## src/rtl/rca_instr_encoder.sv

```systemverilog
// rca_instr_encoder: turns one accepted RCA command into a burst of
// 1..MAX_BURST custom-opcode instruction words. Consecutive words differ
// only in rd, which steps by one (modulo 32) per consumed word.
module rca_instr_encoder #(
    parameter int unsigned MAX_BURST = 16
) (
    input  logic                         clk,
    input  logic                         rst,
    input  logic                         cmd_valid,
    output logic                         cmd_ready,
    input  logic [3:0]                   cmd_type,
    input  logic [1:0]                   cmd_sub,
    input  logic [4:0]                   cmd_rs1,
    input  logic [4:0]                   cmd_rs2,
    input  logic [4:0]                   cmd_rd,
    input  logic [$clog2(MAX_BURST)-1:0] cmd_count,
    output logic                         instr_valid,
    input  logic                         instr_ready,
    output logic [31:0]                  instruction,
    output logic                         cmd_error,
    output logic                         busy
);

    localparam int unsigned CNT_W     = $clog2(MAX_BURST);
    localparam logic [6:0]  RCA_OPC   = 7'b0101011;
    localparam logic [3:0]  LAST_TYPE = 4'd9;

    typedef enum logic [1:0] {
        IDLE  = 2'd0,
        EMIT  = 2'd1,
        ERROR = 2'd2
    } state_t;

    state_t             state_q, state_d;
    logic [3:0]         type_q, type_d;
    logic [1:0]         sub_q, sub_d;
    logic [4:0]         rs1_q, rs1_d;
    logic [4:0]         rs2_q, rs2_d;
    logic [4:0]         rd_q, rd_d;
    logic [CNT_W-1:0]   count_q, count_d;
    logic [CNT_W-1:0]   idx_q, idx_d;
    logic               instr_valid_q, instr_valid_d;
    logic [31:0]        instruction_q, instruction_d;
    logic               cmd_error_q, cmd_error_d;
    logic               accept_c;
    logic               handshake_c;

    // Build one RCA instruction word from its fields.
    function automatic logic [31:0] encode(
        input logic [3:0] op_type,
        input logic [1:0] sub,
        input logic [4:0] rs1,
        input logic [4:0] rs2,
        input logic [4:0] rd
    );
        encode = {3'b000, op_type, rs2, rs1, 1'b0, sub, rd, RCA_OPC};
    endfunction

    // Ready/busy are gated by rst so both read 0 while reset is held.
    assign cmd_ready   = (state_q == IDLE) && !rst;
    assign busy        = (state_q != IDLE) && !rst;
    assign instr_valid = instr_valid_q;
    assign instruction = instruction_q;
    assign cmd_error   = cmd_error_q;

    assign accept_c    = cmd_valid && (state_q == IDLE);
    assign handshake_c = instr_valid_q && instr_ready;

    // Next-state, command capture and next output word.
    always_comb begin
        state_d       = state_q;
        type_d        = type_q;
        sub_d         = sub_q;
        rs1_d         = rs1_q;
        rs2_d         = rs2_q;
        rd_d          = rd_q;
        count_d       = count_q;
        idx_d         = idx_q;
        instr_valid_d = instr_valid_q;
        instruction_d = instruction_q;
        cmd_error_d   = 1'b0;

        case (state_q)
            IDLE: begin
                if (accept_c) begin
                    type_d  = cmd_type;
                    sub_d   = cmd_sub;
                    rs1_d   = cmd_rs1;
                    rs2_d   = cmd_rs2;
                    rd_d    = cmd_rd;
                    count_d = cmd_count;
                    idx_d   = '0;
                    if (cmd_type <= LAST_TYPE) begin
                        state_d       = EMIT;
                        instr_valid_d = 1'b1;
                        instruction_d = encode(cmd_type, cmd_sub, cmd_rs1, cmd_rs2, cmd_rd);
                    end else begin
                        state_d     = ERROR;
                        cmd_error_d = 1'b1;
                    end
                end
            end
            EMIT: begin
                if (handshake_c) begin
                    if (idx_q == count_q) begin
                        state_d       = IDLE;
                        instr_valid_d = 1'b0;
                        idx_d         = '0;
                    end else begin
                        idx_d         = idx_q + CNT_W'(1);
                        rd_d          = rd_q + 5'd1;
                        instruction_d = encode(type_q, sub_q, rs1_q, rs2_q, rd_q + 5'd1);
                    end
                end
            end
            ERROR: begin
                state_d = IDLE;
            end
            default: begin
                state_d       = IDLE;
                instr_valid_d = 1'b0;
                idx_d         = '0;
            end
        endcase
    end

    // State and datapath registers with synchronous reset.
    always_ff @(posedge clk) begin
        if (rst) begin
            state_q       <= IDLE;
            type_q        <= '0;
            sub_q         <= '0;
            rs1_q         <= '0;
            rs2_q         <= '0;
            rd_q          <= '0;
            count_q       <= '0;
            idx_q         <= '0;
            instr_valid_q <= 1'b0;
            instruction_q <= '0;
            cmd_error_q   <= 1'b0;
        end else begin
            state_q       <= state_d;
            type_q        <= type_d;
            sub_q         <= sub_d;
            rs1_q         <= rs1_d;
            rs2_q         <= rs2_d;
            rd_q          <= rd_d;
            count_q       <= count_d;
            idx_q         <= idx_d;
            instr_valid_q <= instr_valid_d;
            instruction_q <= instruction_d;
            cmd_error_q   <= cmd_error_d;
        end
    end

endmodule
```

## config.mk

```make
export PLATFORM = sky130hd
export DESIGN_NAME = rca_instr_encoder
export DESIGN_NICKNAME = d
export VERILOG_FILES = /design/src/rtl/rca_instr_encoder.sv
export SDC_FILE = /design/constraint.sdc
export NUM_CORES = 1
export LEC_CHECK = 0
export BUFFER_PORTS_ARGS = -buffer_cell sky130_fd_sc_hd__buf_4
export CAP_MARGIN = 15
export CORE_ASPECT_RATIO = 1.75
export CORE_MARGIN = 1
export CORE_UTILIZATION = 35
export CTS_CLUSTER_DIAMETER = 50
export DETAILED_ROUTE_END_ITERATION = 8
export SLEW_MARGIN = 0
export SYNTH_ARGS = -nofsm -noshare
export SYNTH_HDL_FRONTEND = slang
export SYNTH_SLANG_ARGS = --single-unit
export TNS_END_PERCENT = 50
```

## constraint.sdc

```tcl
create_clock -name clk -period 2.4 [get_ports clk]
set_input_delay 0.48 -clock clk [delete_from_list [all_inputs] [get_ports clk]]
set_output_delay 0.48 -clock clk [all_outputs]
set_load 0.02 [all_outputs]
```

# Yosys cells after proc, flatten, opt, wreduce, memory -nomap -nowiden
# Index checks and enable logic that the tools add are counted.
[op_classes]
n_eq_ne = 8
magnitude_cmp = 1
addsub = 2
n_mux = 24
bitwise = 3
n_reduce_logical = 15
[op_table]
columns = ["op", "count"]
rows = [
  ["32-bit 2-to-1 mux", 4],
  ["32-bit one-hot mux with 2 select lines", 1],
  ["5-bit 2-to-1 mux", 3],
  ["4-bit 2-to-1 mux", 3],
  ["4-bit one-hot mux with 3 select lines", 1],
  ["5-bit one-hot mux with 2 select lines", 1],
  ["5-bit AND reduction", 2],
  ["2-bit 2-to-1 mux", 4],
  ["2-bit inequality test (second input constant)", 4],
  ["3-bit AND reduction", 2],
  ["5-bit by 1-bit adder with 5-bit output (second input constant)", 1],
  ["1-bit 2-to-1 mux", 5],
  ["4-bit by 1-bit adder with 4-bit output (second input constant)", 1],
  ["4-bit equality test", 1],
  ["4-bit less-or-equal comparator (second input constant)", 1],
  ["1-bit logical AND", 4],
  ["2-bit one-hot mux with 2 select lines", 1],
  ["4-bit AND reduction", 1],
  ["2-bit nonzero test", 2],
  ["1-bit inverter", 3],
  ["1-bit one-hot mux with 3 select lines", 1],
  ["3-bit OR reduction", 1],
  ["2-bit by 1-bit equality test with 1-bit output (second input constant)", 1],
  ["2-bit equality test (second input constant)", 1],
  ["4 further kinds", 4],
]
[totals]
word_cells = 64
output_inout_bits = 36
register_bits = 65

# Depth between registers and ports, before layout
# Gate-level depths: netlist of run 1.
[depth]
ltp_word = 4
ltp_mapped = 7
ltp_nobuf = 5

# Worst setup path after synthesis of run 1
# OpenSTA, ideal clock, no wires.
[synth_path]
path_kind = "input to output"
startpoint = "input rst"
endpoint = "output busy"
t_required_ps = 1920
slack_ps = 444
arrival_ps = 1476
cell_stages = 4
path_cell_list = "clkbuf_1 -> buf_1 -> clkbuf_1 -> nor2_1"
[synth_via]
elab_chain_len = 2
[synth_rtl]
columns = ["element", "line_no", "source"]
rows = [
  ["start, declared", "8", "input logic rst,"],
  ["1-bit logical NOT", "61", "assign busy = (state_q != IDLE) && !rst;"],
  ["1-bit logical AND", "61", ""],
  ["end, declared", "21", "output logic busy"],
]
# Every way passes these cells.

# Worst setup path after layout of run 1
[layout_path]
startpoint = "register state_q[0]"
endpoint = "register instruction_q[15] (netlist: instruction[15])"
[layout_via]
elab_chain_len = 4
elab_cells_between_ends = 10
[layout_rtl]
columns = ["element", "line_no", "source"]
rows = [
  ["start, declared", "34", "state_t state_q, state_d;"],
  ["start signal, assigned", "142", "state_q <= state_d;"],
  ["2-bit logical NOT", "66, 83", ""],
  ["1-bit logical AND", "66", "assign accept_c = cmd_valid && (state_q == IDLE);"],
  ["2-bit inequality test (no source line)", "-", ""],
  ["5-bit AND reduction (no source line)", "-", ""],
  ["end signal, assigned", "151", "instruction_q <= instruction_d;"],
  ["end, declared", "43", "logic [31:0] instruction_q, instruction_d;"],
]
# Parallel ways exist; a longest one is shown, timed or not.
# A chain may end at the register's enable or synchronous reset.

==> results of run 1 <==
==> registers in the layout, indices dropped and copies added (netlist names) <==
name         count
rs1_q            5
instr_valid      1
rd_q             5
idx_q            4
count_q          4
cmd_error        1
type_q           4
sub_q            2
rs2_q            5
state_q          2
instruction     22
==> routing by layer <==
| layer | GRT usage, % | routed length [um] |
|---|---|---|
| met4 | 7.422 | 127 |
| met1 | 18.19 | 2466 |
| met2 | 24.88 | 2796 |
| met5 | 0 | 0 |
| met3 | 2.907 | 220 |
==> layout make-up <==
cell class	count	area [um2]	share of cell area (%)
sequential	55	1101	33.89
inverter	4	15.01	0.4621
clock buffer	6	138.9	4.274
multi-input combinational	233	1416	43.59
clock inverter	1	5.005	0.1540
tap	86	107.6	3.312
timing repair buffer	62	465.4	14.32
==> placed cells by master (no fill, tap or decap) <==
master and instances:
a21o_1 3, conb_1 7, ha_1 2, dfxtp_1 55, and3_1 3, xnor2_1 5, nand3_1 4, a211o_1 3
a21o_2 1, inv_1 4, mux2i_1 9, clkbuf_16 5, o21ai_0 3, o32ai_1 1, a221oi_1 1, nor3b_2 1
nor2b_2 1, o21ai_1 1, clkinv_2 1, clkbuf_8 1, o31ai_1 1, nor2_1 9, or2_2 1, and4_4 1
mux2_4 15, a2111oi_0 1, mux2_2 2, xor2_1 3, or3_2 1, o21bai_1 1, a21oi_1 43, nand2_1 78
buf_4 62, nand2b_1 10, a41oi_1 1, a211o_4 1, nor2b_1 17, or3_1 1, nor3_1 2
==> path summary, 6_finish.rpt <==
path                                                endpoint                    start
worst max-delay path            instruction[15]$_SDFFE_PP0P_  state_q[0]$_SDFFE_PP0P_
worst min-delay path                 count_q[3]$_SDFFE_PP0P_             cmd_count[3]
worst max register to register  instruction[15]$_SDFFE_PP0P_  state_q[0]$_SDFFE_PP0P_
worst min register to register         rs2_q[3]$_SDFFE_PP0P_    rs2_q[3]$_SDFFE_PP0P_
==> worst register-to-register path: cells and delay by family, from the launching register on <==
family / cells / cell delay [ns]
mux: 1 / 0.36
compound gates: 2 / 0.66
flops: 1 / 0.61
simple gates: 1 / 0.18
==> logic make-up after synthesis <==
family | count (synthesis)
xor+xnor | 8
compound gates | 61
fa+ha+maj | 2
buf+inv | 36
flops | 55
simple gates | 129
other cells | 1
mux | 26
==> per-stage QoR <==
step / total power (W) / utilization (%) / cell area (um2)
final: 0.002207 / 44.29 / 3249
after CTS: 0.002242 / 44.29 / 3249
after detailed placement: 0.001513 / 42.33 / 3105
after global placement: 0.001507 / 42.33 / 3105
after global routing: 0.002332 / 44.29 / 3249
after floorplan: 0.001375 / - / 2706
==> where the power goes <==
group / switching, W / internal [W]
logic: 0.000245 / 0.000213
registers: 0.0000477 / 0.000981
clock network: 0.000312 / 0.000408
total: 0.000605 / 0.00160
==> results.cfg, run 1 <==
[cts]
clk_pin_slew_worst_paths_ns = 0.06
cts_tree = yes
clkSinkCount = 55
root_buffer = clkbuf_16
ctsResizeCount = 0
clock_latency_ns = 0.29
post_cts_buffers = 0
cts_hold_buf = 0
cts_buffers = 5
clock_path_buffers = 2
htreeDepth = 2

[global_route]
overflow = 0
grt_pass1_wl_um = 9252
grt_usage_pct = 15.21
grt_max_degree = 41
antenna_found_initial = 0
grt_pass1_vias = 1988

[route]
vias_per_cell = 4.794
drt_first_pass_iters = 5
wire_per_inst_um = 12.55
drtIter0Drc = 130
wirelength_um = 5611
ant_nets = 0
route.detailed.drc = 0
vias = 2143

[yosys]
synth_compound_area_share_pct = 13.43
netlist_instances = 318
synth-simple-area-share_pct = 22.14
synth_seq_cells = 55
ys_warn_count = 0
synth_cell_types = 39
synth_edf_count = 0
synth_most_common_cell = nand2_1
synth_top_family_by_area = simple AND/OR/NAND/NOR gates
post-synth-top-area-cell = dfxtp_1
syn-mean-instance-area_um2 = 8.440
yosys.area_share.adder_pct = 0.9324
synth.top_cell.area_share_pct = 41.03
synth_seq_area_share_pct = 41.03
synth-xor-area-share_pct = 2.611
syn_area_um2 = 2684
synth.area.mux_share_pct = 12.59
async_flop_share_pct = 0
yosys-top-cells-count = nand2_1 (78), dfxtp_1 (55), a21oi_1 (43)
synth_area_leaders = dfxtp_1 (41%), nand2_1 (11%), mux2_4 (8.4%)
synth_ff_type = dfxtp_1

[timing]
finalCritPeriodShare_pct = 80.20
fmax_mhz = 519.5
slew_headroom_pct = 52.20
fin_skew_ns = 0.003790
fin_setup_tns_ns = 0
report.final.slew_viol_count = 0
finalSetupViolCount = 0
rsz0062_at_grt = false
hold_violations = 0
worst_slack_ns = 0.4751
tightest_slew_ns = 0.7153
hold_ws_ns = 0.4360
layout_min_cycle_time_ns = 1.925

[placed_design]
portBuffers = 57
place_congestion = 0.7495
dp_hpwl_um = 3943
pre_cts_ws_ns = 0.3341
placedCellCount = 440

[die]
rows = 41
io_pins = 65
fp.dieW_um = 68.20
initial_utilization_pct = 36.59
die_area_um2 = 8036
fp.dieH_um = 117.8
core_area_um2 = 7336

[setup_path]
startpoint_type = flip-flop
cp.depth = 4
required_ns = 2.58
crit_buf_inv = 0
critPathCaptureType = flip-flop
reg2reg_setup_slack_ns = 0.48
path_max_fanout = 22
cp_cell_sequence = nand3_1 > a21o_1 > a211o_4 > mux2_4
cpMaxStageDelayCell = dfxtp_1
cp.arrival_ns = 2.11
cp_top_family = compound AO/OA/AOI/OAI gates
cpPeakStageDelay_ns = 0.61
critPathKind = flip-flop to flip-flop
reg2reg_depth = 4

[layout]
antenna_cells = 0
fin_nets = 392
drive_gt1_share_pct = 25.76
layoutNonFillerInstCount = 447
fillCellCount = 753
syn_to_final_growth_pct = 21.07

[power_and_ir_drop]
power.leakage_nw = 1.469
ir_worst_vdd_mv = 0.3070
power_density_nw_per_um2 = 679.2

[run]
max_cap_violations = 0

[outcome]
status = finished clean

[hold_path]
min_path_cells = 3
holdCritPathClass = input pin to flip-flop
No activity file was read; power rests on OpenSTA's default activity.
==> run 2, diff against run 1 <==
Settings changed: ABC_AREA set to 1.
Clock period 2.4 ns to 1.76 ns, I/O delays scaled along.
==> run 2 against run 1 <==
Hold slack got worse by 0.14 ns; sequential power up 52%; global-route usage is 0.80 points higher; synthesized cell count increased by 26%; sequential share of layout area decreased by 0.41 points; clock-buffer cell count up 2; largest power group unchanged.
==> results.cfg, run 2 <==
[yosys]
synth_cell_types = 27
synth_area_leaders = dfxtp_1 (42%), nand2_1 (14%), nor2_1 (8.9%)
synth_ff_type = dfxtp_1
syn-mean-instance-area_um2 = 6.609
synth_seq_cells = 55
synth_most_common_cell = nand2_1
yosys-top-cells-count = nand2_1 (102), nor2_1 (63), dfxtp_1 (55), inv_1 (55), o21ai_0 (39)
synth.top_cell.area_share_pct = 41.65
netlist_instances = 400
async_flop_share_pct = 0
syn_area_um2 = 2644
post-synth-top-area-cell = dfxtp_1
synth_edf_count = 0
ys_warn_count = 0
synth_seq_area_share_pct = 41.65

[die]
io_pins = 65
initial_utilization_pct = 36.29
core_area_um2 = 7284
fp.dieH_um = 117.0
die_area_um2 = 7919
fp.dieW_um = 67.70
rows = 41

[placed_design]
place_congestion = 0.8165
dp_hpwl_um = 4270
dpl_cell_area_um2 = 3133
portBuffers = 57

[layout]
design_area_um2 = 3289
antenna_cells = 0
drive_gt1_share_pct = 19.21
mostFrequentLayoutCells = nand2_1 (102), buf_4 (65), nor2_1 (63)
syn_to_final_growth_pct = 24.42
mostFrequentLayoutCell = nand2_1
largest_register_ff_count = 22
fin_nets = 483

[cts]
clock_path_buffers = 2
cts_tree = yes
clkSinkCount = 55
cts_buffers = 5
clock_latency_ns = 0.29
htreeDepth = 2
cts_hold_buf = 0
clk_pin_slew_worst_paths_ns = 0.07
ctsResizeCount = 0
post_cts_buffers = 0
root_buffer = clkbuf_16

[timing]
fmax_mhz = 633.1
report.final.slew_viol_count = 0
finalSetupViolCount = 0
fin_skew_ns = 0.002583
fin_setup_tns_ns = 0
layout_min_cycle_time_ns = 1.580
hold_ws_ns = 0.2951
hold_violations = 0
finalCritPeriodShare_pct = 89.75
rsz0062_at_grt = false

[route]
vias = 2432
ant_nets = 0
route.detailed.drc = 0
vias_per_cell = 4.512
wire_per_inst_um = 10.75
drt_first_pass_iters = 5
wirelength_um = 5795
drtIter0Drc = 99

[setup_path]
required_ns = 1.41
critPathKind = flip-flop to primary output
cp.arrival_ns = 1.23
critPathCaptureType = primary output
startpoint_type = flip-flop
path_max_fanout = 4

[global_route]
grt_pass1_wl_um = 9556
overflow = 0
antenna_found_initial = 0
grt_usage_pct = 16.01
grt_max_degree = 37
grt_pass1_vias = 2180

[power_and_ir_drop]
p_total_w = 0.003914
power.leakage_nw = 1.658
ir_worst_vdd_mv = 0.7723
power_density_nw_per_um2 = 1190

[run]
max_cap_violations = 0

[hold_path]
holdCritPathClass = input pin to flip-flop

[outcome]
status = finished clean
-- run 2: cell type report --
type | instances | area [um2]
fillers | 790 | 3995
multi-input cells | 264 | 1175
repair buffers | 67 | 528.0
well taps | 86 | 107.6
flip-flops and latches | 55 | 1101
clock buffers | 8 | 156.4
inverters | 59 | 221.5
-- run 2: cell families after synthesis --
logic type | Yosys count | share of synthesized area, %
flops | 55 | 41.65
simple gates | 190 | 29.82
xor+xnor | 2 | 0.6627
other cells | 1 | 0.1418
fa+ha+maj | 2 | 0.9464
buf+inv | 87 | 14.77
compound gates | 63 | 12.02
-- run 2: worst max-delay path, stage by stage (launching register included) --
cell	delay [ns]
dfxtp_1	0.36
nor2_1	0.25
inv_1	0.10
nor2_1	0.09
buf_4	0.14
-- run 2: metrics by stage --
step                      worst slack, ns  instances  util (%)
after CTS                          0.1652        539     45.16
after global routing              0.03599        539     45.16
final                              0.1805        539     45.16
after floorplan                    0.4173        406         -
after detailed placement           0.2212        531     43.01
after global placement             0.2339        531     43.01
-- run 2: worst paths after layout --
kind | start | endpoint | slack (ns) | depth (start not counted)
setup / recovery | state_q[0]$_SDFFE_PP0P_ | cmd_ready | 0.18 | 4
hold reg to reg | rs1_q[2]$_SDFFE_PP0P_ | rs1_q[2]$_SDFFE_PP0P_ | 0.45 | 2
hold / removal | rst | instruction[7]$_SDFFE_PP0P_ | 0.30 | 2
setup reg to reg | idx_q[0]$_SDFFE_PP0P_ | rd_q[0]$_SDFFE_PP0P_ | 0.21 | 10
-- run 2: per-layer routing --
layer  global-route usage, %  wire length [um]  vias to the layer above
met5                       0                 0                        -
met4                   6.525               125                        0
met3                   3.391               234                       10
met2                   28.12              2950                       49
met1                   18.19              2484                     1067
li1                        -                 -                     1306
-- run 2: power breakdown --
| part | internal (W) | switching (W) |
|---|---|---|
| Combinational | 0.000523 | 0.000787 |
| Sequential | 0.00145 | 0.000122 |
| Clock | 0.000607 | 0.000426 |
